`config.mk`:
```
export PLATFORM = sky130hd
export DESIGN_NAME = systolic_feed_sequencer_flat
export DESIGN_NICKNAME = d
export VERILOG_FILES = /design/src/rtl/systolic_feed_sequencer_if.sv /design/src/rtl/systolic_feed_sequencer.sv /design/src/flat_wrapper.sv
export SDC_FILE = /design/constraint.sdc
export NUM_CORES = 1
export LEC_CHECK = 0
export ABC_CLOCK_PERIOD_IN_PS = 6150
export CORE_MARGIN = 1.5
export CORE_UTILIZATION = 49
export DETAILED_ROUTE_END_ITERATION = 6
export HOLD_SLACK_MARGIN = 0.03
export PLACE_DENSITY = 0.83
export SYNTH_ARGS = -nofsm -noshare
export SYNTH_HDL_FRONTEND = slang
export SYNTH_SLANG_ARGS = --single-unit
```
`constraint.sdc`:
```
create_clock -name clk -period 6.15 [get_ports clk]
set_clock_uncertainty 0.05 [all_clocks]
set_input_delay 1.23 -clock clk [delete_from_list [all_inputs] [get_ports clk]]
set_output_delay 1.23 -clock clk [all_outputs]
set_load 0.01 [all_outputs]
```
`src/rtl/systolic_feed_sequencer_if.sv`:
```
// ----------------------------------------------------------------------------
// systolic_feed_sequencer_if
//   Bundle between the READ-phase feed sequencer, the two input FIFOs, the
//   phase FSM and the west/north edges of the PE array.
//
//   Signals (direction seen from the sequencer, modport slave):
//     read_start   in   level request from phase FSM
//     data_rdata   in   data FIFO head, element i = [i*DATAWIDTH +: DATAWIDTH]
//     data_rempty  in   data FIFO empty
//     wgt_rdata    in   weight FIFO head, same packing as data_rdata
//     wgt_rempty   in   weight FIFO empty
//     data_ren     out  data FIFO pop
//     wgt_ren      out  weight FIFO pop
//     row_data     out  skewed operands into array rows
//     row_valid    out  per-row valid
//     col_wgt      out  skewed weights into array columns
//     col_valid    out  per-column valid
//     read_done    out  read phase complete (level)
//     busy         out  high in FETCH, DRAIN and DONE
//     stall_cnt    out  FETCH cycles lost to an empty FIFO
//                       (present only when FEED_STALL_CNT_EN is defined)
//
//   modport slave  : the sequencer
//   modport master : the environment (FIFOs + phase FSM + array)
// ----------------------------------------------------------------------------
interface systolic_feed_sequencer_if #(
    parameter int DATAWIDTH  = 16,
    parameter int ARRAY_SIZE = 2
);
    logic                            read_start;
    logic [ARRAY_SIZE*DATAWIDTH-1:0] data_rdata;
    logic                            data_rempty;
    logic [ARRAY_SIZE*DATAWIDTH-1:0] wgt_rdata;
    logic                            wgt_rempty;
    logic                            data_ren;
    logic                            wgt_ren;
    logic [ARRAY_SIZE*DATAWIDTH-1:0] row_data;
    logic [ARRAY_SIZE-1:0]           row_valid;
    logic [ARRAY_SIZE*DATAWIDTH-1:0] col_wgt;
    logic [ARRAY_SIZE-1:0]           col_valid;
    logic                            read_done;
    logic                            busy;
`ifdef FEED_STALL_CNT_EN
    logic [15:0]                     stall_cnt;
`endif

    modport slave (
        input  read_start, data_rdata, data_rempty, wgt_rdata, wgt_rempty,
        output data_ren, wgt_ren, row_data, row_valid, col_wgt, col_valid,
               read_done, busy
`ifdef FEED_STALL_CNT_EN
        , output stall_cnt
`endif
    );

    modport master (
        output read_start, data_rdata, data_rempty, wgt_rdata, wgt_rempty,
        input  data_ren, wgt_ren, row_data, row_valid, col_wgt, col_valid,
               read_done, busy
`ifdef FEED_STALL_CNT_EN
        , input stall_cnt
`endif
    );
endinterface

```
`src/rtl/systolic_feed_sequencer.sv`:
```
// ----------------------------------------------------------------------------
// systolic_feed_sequencer
//   READ-phase sequencer of the systolic array. Pops K_LEN beats from the
//   data and weight FIFOs (always together), and feeds element i of each beat
//   to row i / column i delayed by i cycles so that operands meet in the PEs.
//   After the last beat has left the skew pipeline it raises read_done until
//   the phase FSM drops read_start.
//
//   Ports:
//     clk   in  rising-edge clock
//     rst   in  asynchronous reset, active-high
//     feed  systolic_feed_sequencer_if.slave (FIFO heads/pops, array edge
//           operands and valids, read_start/read_done/busy handshake)
//
//   Optional feature: define FEED_STALL_CNT_EN to add feed.stall_cnt, a
//   saturating count of FETCH cycles in which a pop was wanted but a FIFO
//   was empty.
// ----------------------------------------------------------------------------
module systolic_feed_sequencer #(
    parameter int DATAWIDTH  = 16,
    parameter int ARRAY_SIZE = 2,
    parameter int K_LEN      = 4
) (
    input logic clk,
    input logic rst,
    systolic_feed_sequencer_if.slave feed
);
    localparam int BW  = $clog2(K_LEN + 1);
    localparam int DCW = $clog2(ARRAY_SIZE);
    localparam logic [BW-1:0]  K_LAST = BW'(K_LEN);
    localparam logic [DCW-1:0] D_LAST = DCW'(ARRAY_SIZE - 2);

    typedef enum logic [1:0] {
        S_IDLE  = 2'd0,
        S_FETCH = 2'd1,
        S_DRAIN = 2'd2,
        S_DONE  = 2'd3
    } state_t;

    state_t         r_state;
    state_t         w_next_state;
    logic [BW-1:0]  r_beat_cnt;
    logic [DCW-1:0] r_drain_cnt;

    logic w_pop;
    logic w_shift;
    logic w_abort;
    logic w_enter_fetch;
    logic w_enter_drain;

    // Lane outputs collected per element, packed onto the bus below.
    logic [DATAWIDTH-1:0] w_lane_dat [ARRAY_SIZE];
    logic [DATAWIDTH-1:0] w_lane_wgt [ARRAY_SIZE];
    logic                 w_lane_vld [ARRAY_SIZE];

    // Both FIFOs are popped in the same cycle or not at all, so every lane
    // sees the same beat (or the same bubble) on the same cycle.
    assign w_pop = (r_state == S_FETCH) & ~feed.data_rempty & ~feed.wgt_rempty
                   & (r_beat_cnt < K_LAST);
    assign w_shift       = (r_state == S_FETCH) | (r_state == S_DRAIN);
    assign w_abort       = w_shift & ~feed.read_start;
    assign w_enter_fetch = (r_state == S_IDLE)  & (w_next_state == S_FETCH);
    assign w_enter_drain = (r_state == S_FETCH) & (w_next_state == S_DRAIN);

    // ------------------------------------------------------------------ FSM
    always_ff @(posedge clk or posedge rst) begin
        if (rst) begin
            r_state <= S_IDLE;
        end else begin
            r_state <= w_next_state;
        end
    end

    always_comb begin
        w_next_state = r_state;
        case (r_state)
            S_IDLE: begin
                if (feed.read_start) w_next_state = S_FETCH;
            end
            S_FETCH: begin
                // Leave one cycle after the last pop so the pipeline keeps
                // shifting while the count is already saturated.
                if (!feed.read_start)          w_next_state = S_IDLE;
                else if (r_beat_cnt == K_LAST) w_next_state = S_DRAIN;
            end
            S_DRAIN: begin
                if (!feed.read_start)           w_next_state = S_IDLE;
                else if (r_drain_cnt == D_LAST) w_next_state = S_DONE;
            end
            S_DONE: begin
                // Holding read_start high here must not start a new tile.
                if (!feed.read_start) w_next_state = S_IDLE;
            end
            default: w_next_state = S_IDLE;
        endcase
    end

    // ------------------------------------------------------------- counters
    always_ff @(posedge clk or posedge rst) begin
        if (rst) begin
            r_beat_cnt <= '0;
        end else if (w_abort || w_enter_fetch) begin
            r_beat_cnt <= '0;
        end else if (w_pop) begin
            r_beat_cnt <= r_beat_cnt + BW'(1);
        end
    end

    always_ff @(posedge clk or posedge rst) begin
        if (rst) begin
            r_drain_cnt <= '0;
        end else if (w_abort || w_enter_drain) begin
            r_drain_cnt <= '0;
        end else if ((r_state == S_DRAIN) && (r_drain_cnt != D_LAST)) begin
            r_drain_cnt <= r_drain_cnt + DCW'(1);
        end
    end

    // ------------------------------------------------------- skew pipeline
    // Lane gi is a shift chain of gi+1 stages; stage 0 captures the FIFO
    // head (or a zero bubble when nothing is popped), the last stage drives
    // the array edge.
    genvar gi;
    generate
        for (gi = 0; gi < ARRAY_SIZE; gi++) begin : g_lane
            logic [DATAWIDTH-1:0] r_dat [gi+1];
            logic [DATAWIDTH-1:0] r_wgt [gi+1];
            logic                 r_vld [gi+1];

            always_ff @(posedge clk or posedge rst) begin
                if (rst) begin
                    for (int s = 0; s <= gi; s++) begin
                        r_dat[s] <= '0;
                        r_wgt[s] <= '0;
                        r_vld[s] <= 1'b0;
                    end
                end else if (w_abort) begin
                    // Words already popped in an aborted phase are dropped.
                    for (int s = 0; s <= gi; s++) begin
                        r_dat[s] <= '0;
                        r_wgt[s] <= '0;
                        r_vld[s] <= 1'b0;
                    end
                end else if (w_shift) begin
                    r_dat[0] <= w_pop ? feed.data_rdata[gi*DATAWIDTH +: DATAWIDTH] : '0;
                    r_wgt[0] <= w_pop ? feed.wgt_rdata[gi*DATAWIDTH +: DATAWIDTH]  : '0;
                    r_vld[0] <= w_pop;
                    for (int s = 1; s <= gi; s++) begin
                        r_dat[s] <= r_dat[s-1];
                        r_wgt[s] <= r_wgt[s-1];
                        r_vld[s] <= r_vld[s-1];
                    end
                end
            end

            assign w_lane_dat[gi] = r_dat[gi];
            assign w_lane_wgt[gi] = r_wgt[gi];
            assign w_lane_vld[gi] = r_vld[gi];
        end
    endgenerate

    always_comb begin
        feed.row_data  = '0;
        feed.col_wgt   = '0;
        feed.row_valid = '0;
        feed.col_valid = '0;
        for (int i = 0; i < ARRAY_SIZE; i++) begin
            feed.row_data[i*DATAWIDTH +: DATAWIDTH] = w_lane_dat[i];
            feed.col_wgt[i*DATAWIDTH +: DATAWIDTH]  = w_lane_wgt[i];
            feed.row_valid[i] = w_lane_vld[i];
            feed.col_valid[i] = w_lane_vld[i];
        end
    end

    assign feed.data_ren  = w_pop;
    assign feed.wgt_ren   = w_pop;
    assign feed.read_done = (r_state == S_DONE);
    assign feed.busy      = (r_state != S_IDLE);

`ifdef FEED_STALL_CNT_EN
    logic [15:0] r_stall_cnt;

    always_ff @(posedge clk or posedge rst) begin
        if (rst) begin
            r_stall_cnt <= '0;
        end else if (w_abort || w_enter_fetch) begin
            r_stall_cnt <= '0;
        end else if ((r_state == S_FETCH) && (r_beat_cnt < K_LAST)
                     && (feed.data_rempty || feed.wgt_rempty)
                     && (r_stall_cnt != 16'hFFFF)) begin
            r_stall_cnt <= r_stall_cnt + 16'd1;
        end
    end

    assign feed.stall_cnt = r_stall_cnt;
`endif

endmodule
```
`src/flat_wrapper.sv`:
```
// flat-port wrapper written by rule: the top's interface ports become plain ports
module systolic_feed_sequencer_flat 
#(
    parameter int DATAWIDTH  = 16,
    parameter int ARRAY_SIZE = 2,
    parameter int K_LEN      = 4
)
  (clk, rst, feed_read_start, feed_data_rdata, feed_data_rempty, feed_wgt_rdata, feed_wgt_rempty, feed_data_ren, feed_wgt_ren, feed_row_data, feed_row_valid, feed_col_wgt, feed_col_valid, feed_read_done, feed_busy);
  systolic_feed_sequencer_if #(.DATAWIDTH(DATAWIDTH), .ARRAY_SIZE(ARRAY_SIZE)) feed_i ();
  input logic clk;
  input logic rst;
  input wire logic [$bits(feed_i.read_start)-1:0] feed_read_start;
  input wire logic [$bits(feed_i.data_rdata)-1:0] feed_data_rdata;
  input wire logic [$bits(feed_i.data_rempty)-1:0] feed_data_rempty;
  input wire logic [$bits(feed_i.wgt_rdata)-1:0] feed_wgt_rdata;
  input wire logic [$bits(feed_i.wgt_rempty)-1:0] feed_wgt_rempty;
  output wire logic [$bits(feed_i.data_ren)-1:0] feed_data_ren;
  output wire logic [$bits(feed_i.wgt_ren)-1:0] feed_wgt_ren;
  output wire logic [$bits(feed_i.row_data)-1:0] feed_row_data;
  output wire logic [$bits(feed_i.row_valid)-1:0] feed_row_valid;
  output wire logic [$bits(feed_i.col_wgt)-1:0] feed_col_wgt;
  output wire logic [$bits(feed_i.col_valid)-1:0] feed_col_valid;
  output wire logic [$bits(feed_i.read_done)-1:0] feed_read_done;
  output wire logic [$bits(feed_i.busy)-1:0] feed_busy;
  assign feed_i.read_start = feed_read_start;
  assign feed_i.data_rdata = feed_data_rdata;
  assign feed_i.data_rempty = feed_data_rempty;
  assign feed_i.wgt_rdata = feed_wgt_rdata;
  assign feed_i.wgt_rempty = feed_wgt_rempty;
  assign feed_data_ren = feed_i.data_ren;
  assign feed_wgt_ren = feed_i.wgt_ren;
  assign feed_row_data = feed_i.row_data;
  assign feed_row_valid = feed_i.row_valid;
  assign feed_col_wgt = feed_i.col_wgt;
  assign feed_col_valid = feed_i.col_valid;
  assign feed_read_done = feed_i.read_done;
  assign feed_busy = feed_i.busy;
  systolic_feed_sequencer #(.DATAWIDTH(DATAWIDTH), .ARRAY_SIZE(ARRAY_SIZE), .K_LEN(K_LEN)) u_core (.clk(clk), .rst(rst), .feed(feed_i));
endmodule
```
After elaboration in Yosys (flattened, before gate mapping)
Index checks and enable logic that the tools add are counted.
{"block": "totals", "register_bits": 105, "in_bits": 69, "out_inout_bits": 72, "elab_cells": 66}
{"block": "classes", "add_sub_neg": 2, "order_cmp": 1, "eq_ne": 6, "muxes": 27, "bitwise": 10, "reduce_logical": 8}
{"cell": "2-to-1 mux 16 bit", "count": 8}
{"cell": "2-to-1 mux 32 bit", "count": 4}
{"cell": "2-to-1 mux 2 bit", "count": 8}
{"cell": "one-hot mux 2 bit (4 select lines)", "count": 1}
{"cell": "nonzero test 2 bit", "count": 4}
{"cell": "bitwise AND 1 bit", "count": 6}
{"cell": "equality test 2 bit (second input constant)", "count": 3}
{"cell": "2-to-1 mux 3 bit", "count": 2}
{"cell": "equality test 2 x 1 -> 1 bit (second input constant)", "count": 2}
{"cell": "2-to-1 mux 1 bit", "count": 4}
{"cell": "adder 3 x 1 -> 3 bit (second input constant)", "count": 1}
{"cell": "equality test 3 bit (second input constant)", "count": 1}
{"cell": "< comparator 3 bit (second input constant)", "count": 1}
{"cell": "inverter 1 bit", "count": 3}
{"cell": "logical NOT 2 bit", "count": 1}
{"cell": "logical OR 1 bit", "count": 2}
{"cell": "adder 1 bit (second input constant)", "count": 1}
{"cell": "logical AND 1 bit", "count": 1}
{"cell": "OR 1 bit", "count": 1}

Longest topological paths before layout
Gate-level depths: netlist of the first run.
{"block": "depth", "word_depth": 8, "mapped_depth": 7, "mapped_depth_nobuf": 6}

Worst setup path before layout of the first run
OpenSTA, ideal clock, no wires.
{"block": "synth_timing", "path_kind": "input-to-output", "from": "input port feed_wgt_rempty", "to": "output port feed_wgt_ren", "arrival_ps": 1886, "required_time_ps": 4870, "path_slack_ps": 2984, "cell_stages": 2, "n_path_buf": 1, "path_cell_list": "nor4b_4 buf_4"}
{"block": "synth_between", "elab_chain_cells": 3}
{"item": "from (decl)", "line": "flat_wrapper.sv:16", "source": "input wire logic [$bits(feed_i.wgt_rempty)-1:0] feed_wgt_rempty;"}
{"item": "inverter 1 bit", "line": "systolic_feed_sequencer.sv:58", "source": "assign w_pop = (r_state == S_FETCH) & ~feed.data_rempty & ~feed.wgt_rempty"}
{"item": "bitwise AND 1 bit", "line": "systolic_feed_sequencer.sv:58"}
{"item": "bitwise AND 1 bit", "line": "systolic_feed_sequencer.sv:59", "source": "& (r_beat_cnt < K_LAST);"}
{"item": "to (decl)", "line": "flat_wrapper.sv:18", "source": "output wire logic [$bits(feed_i.wgt_ren)-1:0] feed_wgt_ren;"}
No other way between the ends.

Worst setup path in the final report of the first run
Same ends and word-level chain as after synthesis.

==> out/results.txt, run 1 <==
clk buf depth -> 2
RSZ-0062 raised after global routing -> false
# setup viols final -> 0
EDFF count, synth -> 0
via count -> 2,788
CTS Buf Count -> 9
outcome -> finished clean
Routed wire per std cell -> 16.8 um
Nets -> 483
commonest cells after routing, fill and taps aside -> clkdlybuf4s50_1, dfrtp_1, a22o_1, inv_1, clkbuf_8
CTS tree -> built
share of cells above drive strength 1 -> 0.0533
post-CTS setup buffers -> 0
initial antenna violation count -> 0
Std-Cell Rows -> 33
Initial Util -> 0.506
post-synthesis to final-layout area growth -> 33.1%
antenna cell count -> 0
power per cell area -> 305 nW/um2
Slew headroom -> 0.204
final-report hold violation count -> 0
Num Clock Sinks -> 104
hold crit path type -> register to register
clock slew at reported path FFs -> 0.09 ns
register area -> 2600 um2
# hold bufs at CTS -> 0
mean area per synthesized cell -> 13.4 um2
WHS -> 0.449 ns
routed vias/inst -> 5.38
Skew-Pair Late Insertion Delay -> 0.35 ns
die span in x -> 95.4 um
Post-Syn Area -> 4180 um2
Worst-Margin Slew -> 1.19 ns
MaxCap Viol Count -> 0
crit end category -> output port
Setup TNS -> 0 ns
die area -> 9090 um2
top_reg_cell synth -> dfrtp_1
Warnings, synthesis -> 0
H-tree depth -> 3
# port buffers -> 140
library cells used by synthesis -> 29
pin count of the biggest net entering global routing -> 94
Slew Viols, Final -> 0
CP Launch Type -> input port
DRT antenna net count -> 0
critical path class -> input port to output port
grt total ovfl -> 0
CP required -> 4.87 ns
leakage power -> 2.53 nW
vias in the first global route -> 2,859
Die Ht -> 95.4 um
first-pass GRT wire length -> 13.9 mm
drt drc -> 0
post-synthesis sequential area ratio -> 0.623
DRT Pass-1 Iters -> 4
Fillers -> 622
GPL Wtd Cong -> 0.839
Tcrit/Tclk final -> 0.660
post-CTS resize count -> 0
First DRT Iteration DRCs -> 89
commonest non-fill, non-tap cell in the layout -> clkdlybuf4s50_1
Cells after Synth -> 313
Total Power -> 0.00170 W
worst-path fanout max -> 7
core footprint -> 8260 um2
Syn Nets -> 388
max frequency -> 246 MHz
root buffer cell -> clkbuf_8
#FFs+latches synth -> 104
GRT Util Overall -> 0.198
crit path DAT -> 2.78 ns
Post-Route WL -> 8.69 mm
HPWL after DPL -> 5.77 mm
fraction of registers with async set/reset -> 1.00
footprint of the multi-input gates -> 1120 um2
Max VDD drop -> 0.179 mV
minimum clock period -> 4.06 ns
# IOs -> 141
[worst max-delay path: stages]
cell and delay, ns:
clkdlybuf4s50_1 0.44, nor4b_4 0.48, clkdlybuf4s50_1 0.63
[cell usage after synthesis (2+ instances only)]
library cell | instances | share of area
dfrtp_1 | 104 | 0.62
a22o_1 | 92 | 0.19
buf_4 | 36 | 0.065
inv_1 | 13 | 0.012
clkbuf_1 | 12 | 0.011
o21ai_0 | 9 | 0.011
ha_1 | 6 | 0.018
nor2_1 | 6 | 0.0054
buf_6 | 5 | 0.013
nand3_1 | 5 | 0.0060
a21oi_1 | 4 | 0.0048
buf_1 | 3 | 0.0027
nor2b_1 | 2 | 0.0030
[stage by stage]
step	cell area, um2	setup slack (ns)	std cells	utilization
after CTS	5560	2.09	518	0.673
after floorplan	4180	2.14	313	-
after detailed placement	5330	2.02	502	0.645
after global placement	5330	2.12	502	0.645
final	5560	2.09	518	0.673
after global routing	5560	2.03	518	0.673
[power breakdown]
part | internal (W) | switching [W] | leakage, nW
combinational | 0.000193 | 0.000233 | 0.971
clock | 0.000247 | 0.000231 | 0.119
sequential | 0.000749 | 0.0000439 | 1.44
total | 0.00119 | 0.000508 | 2.53
[flip-flops by register name, indices dropped and copies added, names as in the netlist]
name / cells
u_core.feed.col_valid: 1
u_core.feed.col_wgt: 16
u_core.feed.row_data: 16
u_core.g_lane.r_dat: 32
u_core.g_lane.r_vld: 1
u_core.g_lane.r_wgt: 32
u_core.r_beat_cnt: 3
u_core.r_drain_cnt: 1
u_core.r_state: 2
[cell type report]
type,count,area share
Clock buffer,10,0.0247
Clock inverter,6,0.0175
Inverter,13,0.00922
Multi-Input combinational cell,138,0.202
Sequential cell,104,0.468
Tap cell,105,0.0236
Timing Repair Buffer,142,0.255
[routing by layer]
layer	track usage	wire length, um	vias up
met5	0	0	-
met4	0.0759	118	0
met3	0.0375	443	9
met2	0.317	4340	86
met1	0.268	3790	1399
li1	-	-	1294
[worst paths after layout]
check                                                 from                         end  slack, ns  depth (start not counted)
worst max-delay path                       feed_wgt_rempty                feed_wgt_ren       2.09                          3
worst min-delay path            u_core.g_lane[1].r_wgt[27]     u_core.feed.col_wgt[27]       0.45                          1
worst max register to register           u_core.r_state[1]  u_core.g_lane[0].r_dat[15]       2.89                          5
worst min register to register  u_core.g_lane[1].r_wgt[27]     u_core.feed.col_wgt[27]       0.45                          1
max in group asynchronous                              rst     u_core.feed.col_wgt[22]       3.70                          3
min in group asynchronous                              rst   u_core.g_lane[0].r_dat[9]       1.24                          2
[cells by family after synthesis]
family	after synthesis	share of synthesized area
fa+ha+maj	6	0.0180
compound gates	113	0.223
flops	104	0.623
simple gates	18	0.0260
xor+xnor	1	0.00210
buf+inv	71	0.108
No activity file was read; power rests on OpenSTA's default activity.
==> inputs of run 2 (changes only) <==
--- a/config.mk
+++ b/config.mk
@@ -5,12 +5,12 @@
 export SDC_FILE = /design/constraint.sdc
 export NUM_CORES = 1
 export LEC_CHECK = 0
-export ABC_CLOCK_PERIOD_IN_PS = 6150
+export ABC_CLOCK_PERIOD_IN_PS = 3500
 export CORE_MARGIN = 1.5
-export CORE_UTILIZATION = 49
+export CORE_UTILIZATION = 41
 export DETAILED_ROUTE_END_ITERATION = 6
 export HOLD_SLACK_MARGIN = 0.03
-export PLACE_DENSITY = 0.83
+export PLACE_DENSITY = 0.74
 export SYNTH_ARGS = -nofsm -noshare
 export SYNTH_HDL_FRONTEND = slang
 export SYNTH_SLANG_ARGS = --single-unit
==> constraint.sdc (replaced) <==
create_clock -name clk -period 3.5 [get_ports clk]
set_clock_uncertainty 0.05 [all_clocks]
set_input_delay 0.7 -clock clk [delete_from_list [all_inputs] [get_ports clk]]
set_output_delay 0.7 -clock clk [all_outputs]
set_load 0.01 [all_outputs]
==> run 2 against run 1 <==
  * Count of clock-buffer cells in the layout did not move
  * Sequential share of layout area fell by 0.42 points
  * Clock power increased by 57%
  * Utilization fell by 10 points
  * Power increased by 72%
  * Sequential cell count is the same
  * Global-route usage down 2.9 points
==> out/results.txt, run 2 (synthesis gave the netlist of run 1 again) <==
Total Power -> 0.00292 W
hold crit path type -> register to register
worst r2r src -> u_core.r_state[0]
clock slew at reported path FFs -> 0.10 ns
largest registers -> u_core.g_lane.r_dat: 32 flops, u_core.g_lane.r_wgt: 32 flops
final worst setup slack -> 0.528 ns
final-report hold violation count -> 0
reg-to-reg endpoint -> u_core.g_lane[1].r_wgt[31]
Worst Reg-to-Reg Cells -> 5
Num Clock Sinks -> 104
share of cells above drive strength 1 -> 0.0577
DRT antenna net count -> 0
Crit. Startpoint -> feed_wgt_rempty
drt drc -> 0
worst-path fanout max -> 7
final cell count without fillers -> 549
crit end category -> output port
GPL Wtd Cong -> 0.754
# hold bufs at CTS -> 0
DRT Pass-1 Iters -> 4
commonest cells after routing, fill and taps aside -> clkdlybuf4s50_1, dfrtp_1, a22o_1, inv_1
max frequency -> 336 MHz
placed cell count -> 533
Fillers -> 857
Max VDD drop -> 0.269 mV
clk buf depth -> 2
outcome -> finished clean
CP required -> 2.75 ns
post-CTS setup buffers -> 0
CTS Buf Count -> 9
Worst-Margin Slew -> 0.739 ns
Nets -> 486
hold_sp -> u_core.g_lane[1].r_wgt[16]
root buffer cell -> clkbuf_8
Std-Cell Rows -> 36
vias in the first global route -> 2,944
via count -> 2,763
core footprint -> 9820 um2
CP Launch Type -> input port
CP endpoint -> feed_wgt_ren
Post-Route WL -> 8.84 mm
commonest non-fill, non-tap cell in the layout -> clkdlybuf4s50_1
pin count of the biggest net entering global routing -> 66
Slew Viols, Final -> 0
Routed wire per std cell -> 16.1 um
# port buffers -> 140
# setup viols final -> 0
grt total ovfl -> 0
minimum clock period -> 2.97 ns
antenna cell count -> 0
first-pass GRT wire length -> 14.8 mm
# IOs -> 141
CTS tree -> built
power per cell area -> 520 nW/um2
Skew-Pair Late Insertion Delay -> 0.35 ns
initial antenna violation count -> 0
MaxCap Viol Count -> 0
RSZ-0062 raised after global routing -> false
routed vias/inst -> 5.03
die span in x -> 104 um
leakage power -> 2.54 nW
Setup TNS -> 0 ns
critical path class -> input port to output port
GRT Util Overall -> 0.169
Slew headroom -> 0.507
crit path DAT -> 2.22 ns
post-place setup slack -> 0.512 ns
post-CTS resize count -> 0
R2R setup slack -> 1.16 ns
Die Ht -> 104 um
die area -> 10,800 um2
HPWL after DPL -> 5.96 mm
First DRT Iteration DRCs -> 120
Tcrit/Tclk final -> 0.849
post-synthesis to final-layout area growth -> 34.3%
Initial Util -> 0.426
H-tree depth -> 3
## run 2: changes by cell type in the layout (fill, tap and decap cells not counted)
cell        change
buf_4           +1
clkinvlp_4      +1
inv_6           -1
clkbuf_8        -1
buf_12          +2
bufinv_16       -1
clkinv_4        +1
clkbuf_1        +1
## run 2: critical path, cell delays in order
cell and delay, ns:
clkdlybuf4s50_1 0.45, nor4b_4 0.45, clkdlybuf4s50_1 0.62
## run 2: how the worst min path moves through the flow
stage          slack [ns]  depth (start not counted)                      end
6_report             0.45                          1  u_core.feed.col_wgt[16]
5_1_grt              0.47                          1  u_core.feed.col_wgt[16]
4_1_cts              0.45                          1  u_core.feed.col_wgt[24]
3_5_place_dp         0.43                          1  u_core.feed.col_wgt[16]
3_3_place_gp         0.43                          1  u_core.feed.col_wgt[24]
2_1_floorplan        0.41                          1  u_core.feed.col_wgt[16]
## run 2: final cells by class
type,count,area (um2),share of cell area
Multi-Input combinational cell,138,1120,0.200
Sequential cell,104,2600,0.464
Clock buffer,10,128,0.0227
Clock inverter,6,75.1,0.0134
Tap cell,133,166,0.0297
Timing Repair Buffer,145,1460,0.261
Inverter,13,51.3,0.00914
## run 2: power breakdown
part | switching, W | internal (W) | leakage [nW] | total [W]
registers | 0.0000778 | 0.00132 | 1.44 | 0.00139
logic | 0.000413 | 0.000361 | 0.996 | 0.000773
clock network | 0.000410 | 0.000341 | 0.0990 | 0.000751
total | 0.000900 | 0.00202 | 2.54 | 0.00292
## run 2: metrics by stage
step	cell area (um2)	util	hold WS, ns
2_1_floorplan	4180	-	0.414
3_3_place_gp	5410	0.551	0.425
3_5_place_dp	5410	0.551	0.429
4_1_cts	5610	0.571	0.453
5_1_grt	5610	0.571	0.469
6_report	5610	0.571	0.453
## run 2: per-layer routing
| metal | GRT usage | part of all wire |
|---|---|---|
| met1 | 0.218 | 0.44 |
| met2 | 0.275 | 0.49 |
| met3 | 0.0464 | 0.053 |
| met4 | 0.0615 | 0.022 |
| met5 | 0 | 0 |
==> inputs of run 3 (changes only) <==
--- a/config.mk
+++ b/config.mk
@@ -5,12 +5,12 @@
 export SDC_FILE = /design/constraint.sdc
 export NUM_CORES = 1
 export LEC_CHECK = 0
-export ABC_CLOCK_PERIOD_IN_PS = 3500
+export ABC_CLOCK_PERIOD_IN_PS = 2800
 export CORE_MARGIN = 1.5
-export CORE_UTILIZATION = 41
+export CORE_UTILIZATION = 45
 export DETAILED_ROUTE_END_ITERATION = 6
 export HOLD_SLACK_MARGIN = 0.03
-export PLACE_DENSITY = 0.74
+export PLACE_DENSITY = 0.77
 export SYNTH_ARGS = -nofsm -noshare
 export SYNTH_HDL_FRONTEND = slang
 export SYNTH_SLANG_ARGS = --single-unit
==> constraint.sdc (replaced) <==
create_clock -name clk -period 2.8 [get_ports clk]
set_clock_uncertainty 0.05 [all_clocks]
set_input_delay 0.56 -clock clk [delete_from_list [all_inputs] [get_ports clk]]
set_output_delay 0.56 -clock clk [all_outputs]
set_load 0.01 [all_outputs]
==> run 3 against run 2 <==
  * Clock power rose by 30%
  * Largest power group unchanged
  * Critical path depth is 1 higher
  * First-iteration DRC count is 8.3% lower
  * Register-to-register slack lost 0.51 ns
  * Via count up 1.1%
  * Critical path type is now register to output port
  * Non-clock buffer count is 2 higher
  * Count of clock-buffer cells in the layout is 1 lower
  * Largest cell class unchanged
==> out/results.txt, run 3 (synthesis gave the netlist of run 1 again) <==
outcome -> finished clean
Slew headroom -> 0.643
hold-critical path endpoint -> u_core.feed.col_wgt[22]
Setup TNS -> 0 ns
initial antenna violation count -> 0
DRT Pass-1 Iters -> 4
post-CTS resize count -> 0
Worst-Margin Slew -> 0.535 ns
worst r2r src -> u_core.r_state[0]
routed vias/inst -> 5.33
Clock power frac -> 0.265
commonest cells after routing, fill and taps aside -> clkdlybuf4s50_1, dfrtp_1, a22o_1, inv_1
Std-Cell Rows -> 34
Post-Route WL -> 8.63 mm
H-tree depth -> 3
hold crit path type -> register to register
antenna cell count -> 0
Sw Pwr -> 0.00110 W
Total Power -> 0.00370 W
Num Clock Sinks -> 104
Tcrit/Tclk final -> 0.948
core footprint -> 8850 um2
critical path class -> register to output port
clk buf depth -> 2
Nets -> 488
drt drc -> 0
Worst Reg-to-Reg Cells -> 6
# port buffers -> 140
Routed wire per std cell -> 16.5 um
worst-path fanout max -> 6
clock slew at reported path FFs -> 0.09 ns
Skew-Pair Late Insertion Delay -> 0.35 ns
RSZ-0062 raised after global routing -> false
CTS Buf Count -> 9
MaxCap Viol Count -> 0
Buf/Inv on CP -> 2
crit end category -> output port
hold depth -> 1
die span in x -> 99.4 um
first-pass GRT wire length -> 14.1 mm
power per cell area -> 661 nW/um2
reg-to-reg endpoint -> u_core.g_lane[1].r_wgt[26]
share of cells above drive strength 1 -> 0.0625
minimum clock period -> 2.65 ns
Initial Util -> 0.472
pin count of the biggest net entering global routing -> 105
combinational power share -> 0.265
vias in the first global route -> 2,839
crit path DAT -> 2.04 ns
final-report hold violation count -> 0
via count -> 2,794
# hold bufs at CTS -> 0
R2R setup slack -> 0.65 ns
die area -> 9870 um2
CP required -> 2.19 ns
CTS tree -> built
Max VDD drop -> 0.287 mV
Slew Viols, Final -> 0
GRT Util Overall -> 0.179
sequential fraction of design power -> 0.470
Crit path depth -> 4
CP Launch Type -> register
internal power -> 0.00261 W
leakage power -> 2.54 nW
# IOs -> 141
HPWL after DPL -> 5.75 mm
Slowest cell on crit path -> clkdlybuf4s50_1
grt total ovfl -> 0
max frequency -> 377 MHz
largest registers -> u_core.g_lane.r_dat: 32 flops, u_core.g_lane.r_wgt: 32 flops
GPL Wtd Cong -> 0.777
Sw Share -> 0.296
# setup viols final -> 0
crit-path cells -> inv_1, ha_2, nor4b_4, clkdlybuf4s50_1
critical path's largest stage delay -> 0.59 ns
Die Ht -> 99.4 um
post-CTS setup buffers -> 0
First DRT Iteration DRCs -> 110
hold_sp -> u_core.g_lane[1].r_wgt[22]
post-synthesis to final-layout area growth -> 34.1%
commonest non-fill, non-tap cell in the layout -> clkdlybuf4s50_1
DRT antenna net count -> 0
cell family with most CP delay -> buffers and inverters
root buffer cell -> clkbuf_8
run 3: worst reg2reg max path, stage by stage, from the launching register on:
cell,delay [ns]
dfrtp_1,0.49
inv_1,0.10
ha_1,0.53
and2_1,0.22
and2_4,0.15
buf_4,0.33
a22o_1,0.22
run 3: power groups by stage:
stage	registers (W)	clock network (W)	logic [W]
2_1_floorplan	0.00177	0	0.000583
3_3_place_gp	0.00176	0	0.000969
3_5_place_dp	0.00176	0	0.000988
4_1_cts	0.00174	0.00100	0.000990
5_1_grt	0.00176	0.00106	0.00107
6_report	0.00174	0.000980	0.000983
run 3: per-layer routing:
layer | wire length [um] | track usage | part of all wire
met5 | 0 | 0 | 0
met4 | 111 | 0.0596 | 0.013
met3 | 411 | 0.0295 | 0.048
met2 | 4110 | 0.283 | 0.48
met1 | 4000 | 0.253 | 0.46
run 3: cell type report:
type | count | area, um2
tap | 108 | 135
multi-input combinational | 138 | 1130
fill | 685 | 3240
clock buffer | 9 | 124
inverter | 13 | 52.6
timing repair buffer | 147 | 1480
clock inverter | 5 | 83.8
sequential | 104 | 2600
run 3: worst max-delay path by stage:
stage                            from       endpoint  slack, ns
CTS                 u_core.r_state[1]  feed_data_ren        0.1
finish              u_core.r_state[1]   feed_wgt_ren       0.15
global route        u_core.r_state[1]   feed_wgt_ren       0.06
detailed placement    feed_wgt_rempty  feed_data_ren       0.28
floorplan           u_core.r_state[1]   feed_wgt_ren       0.88
global placement      feed_wgt_rempty   feed_wgt_ren       0.28
run 3: through the flow:
stage / instance area (um2) / instances / hold WS [ns] / util / worst slack (ns)
detailed placement: 5390 / 510 / 0.430 / 0.610 / 0.276
finish: 5600 / 524 / 0.447 / 0.633 / 0.146
CTS: 5600 / 524 / 0.446 / 0.633 / 0.0967
global route: 5600 / 524 / 0.460 / 0.633 / 0.0578
global placement: 5390 / 510 / 0.425 / 0.610 / 0.282
floorplan: 4180 / 313 / 0.414 / - / 0.880
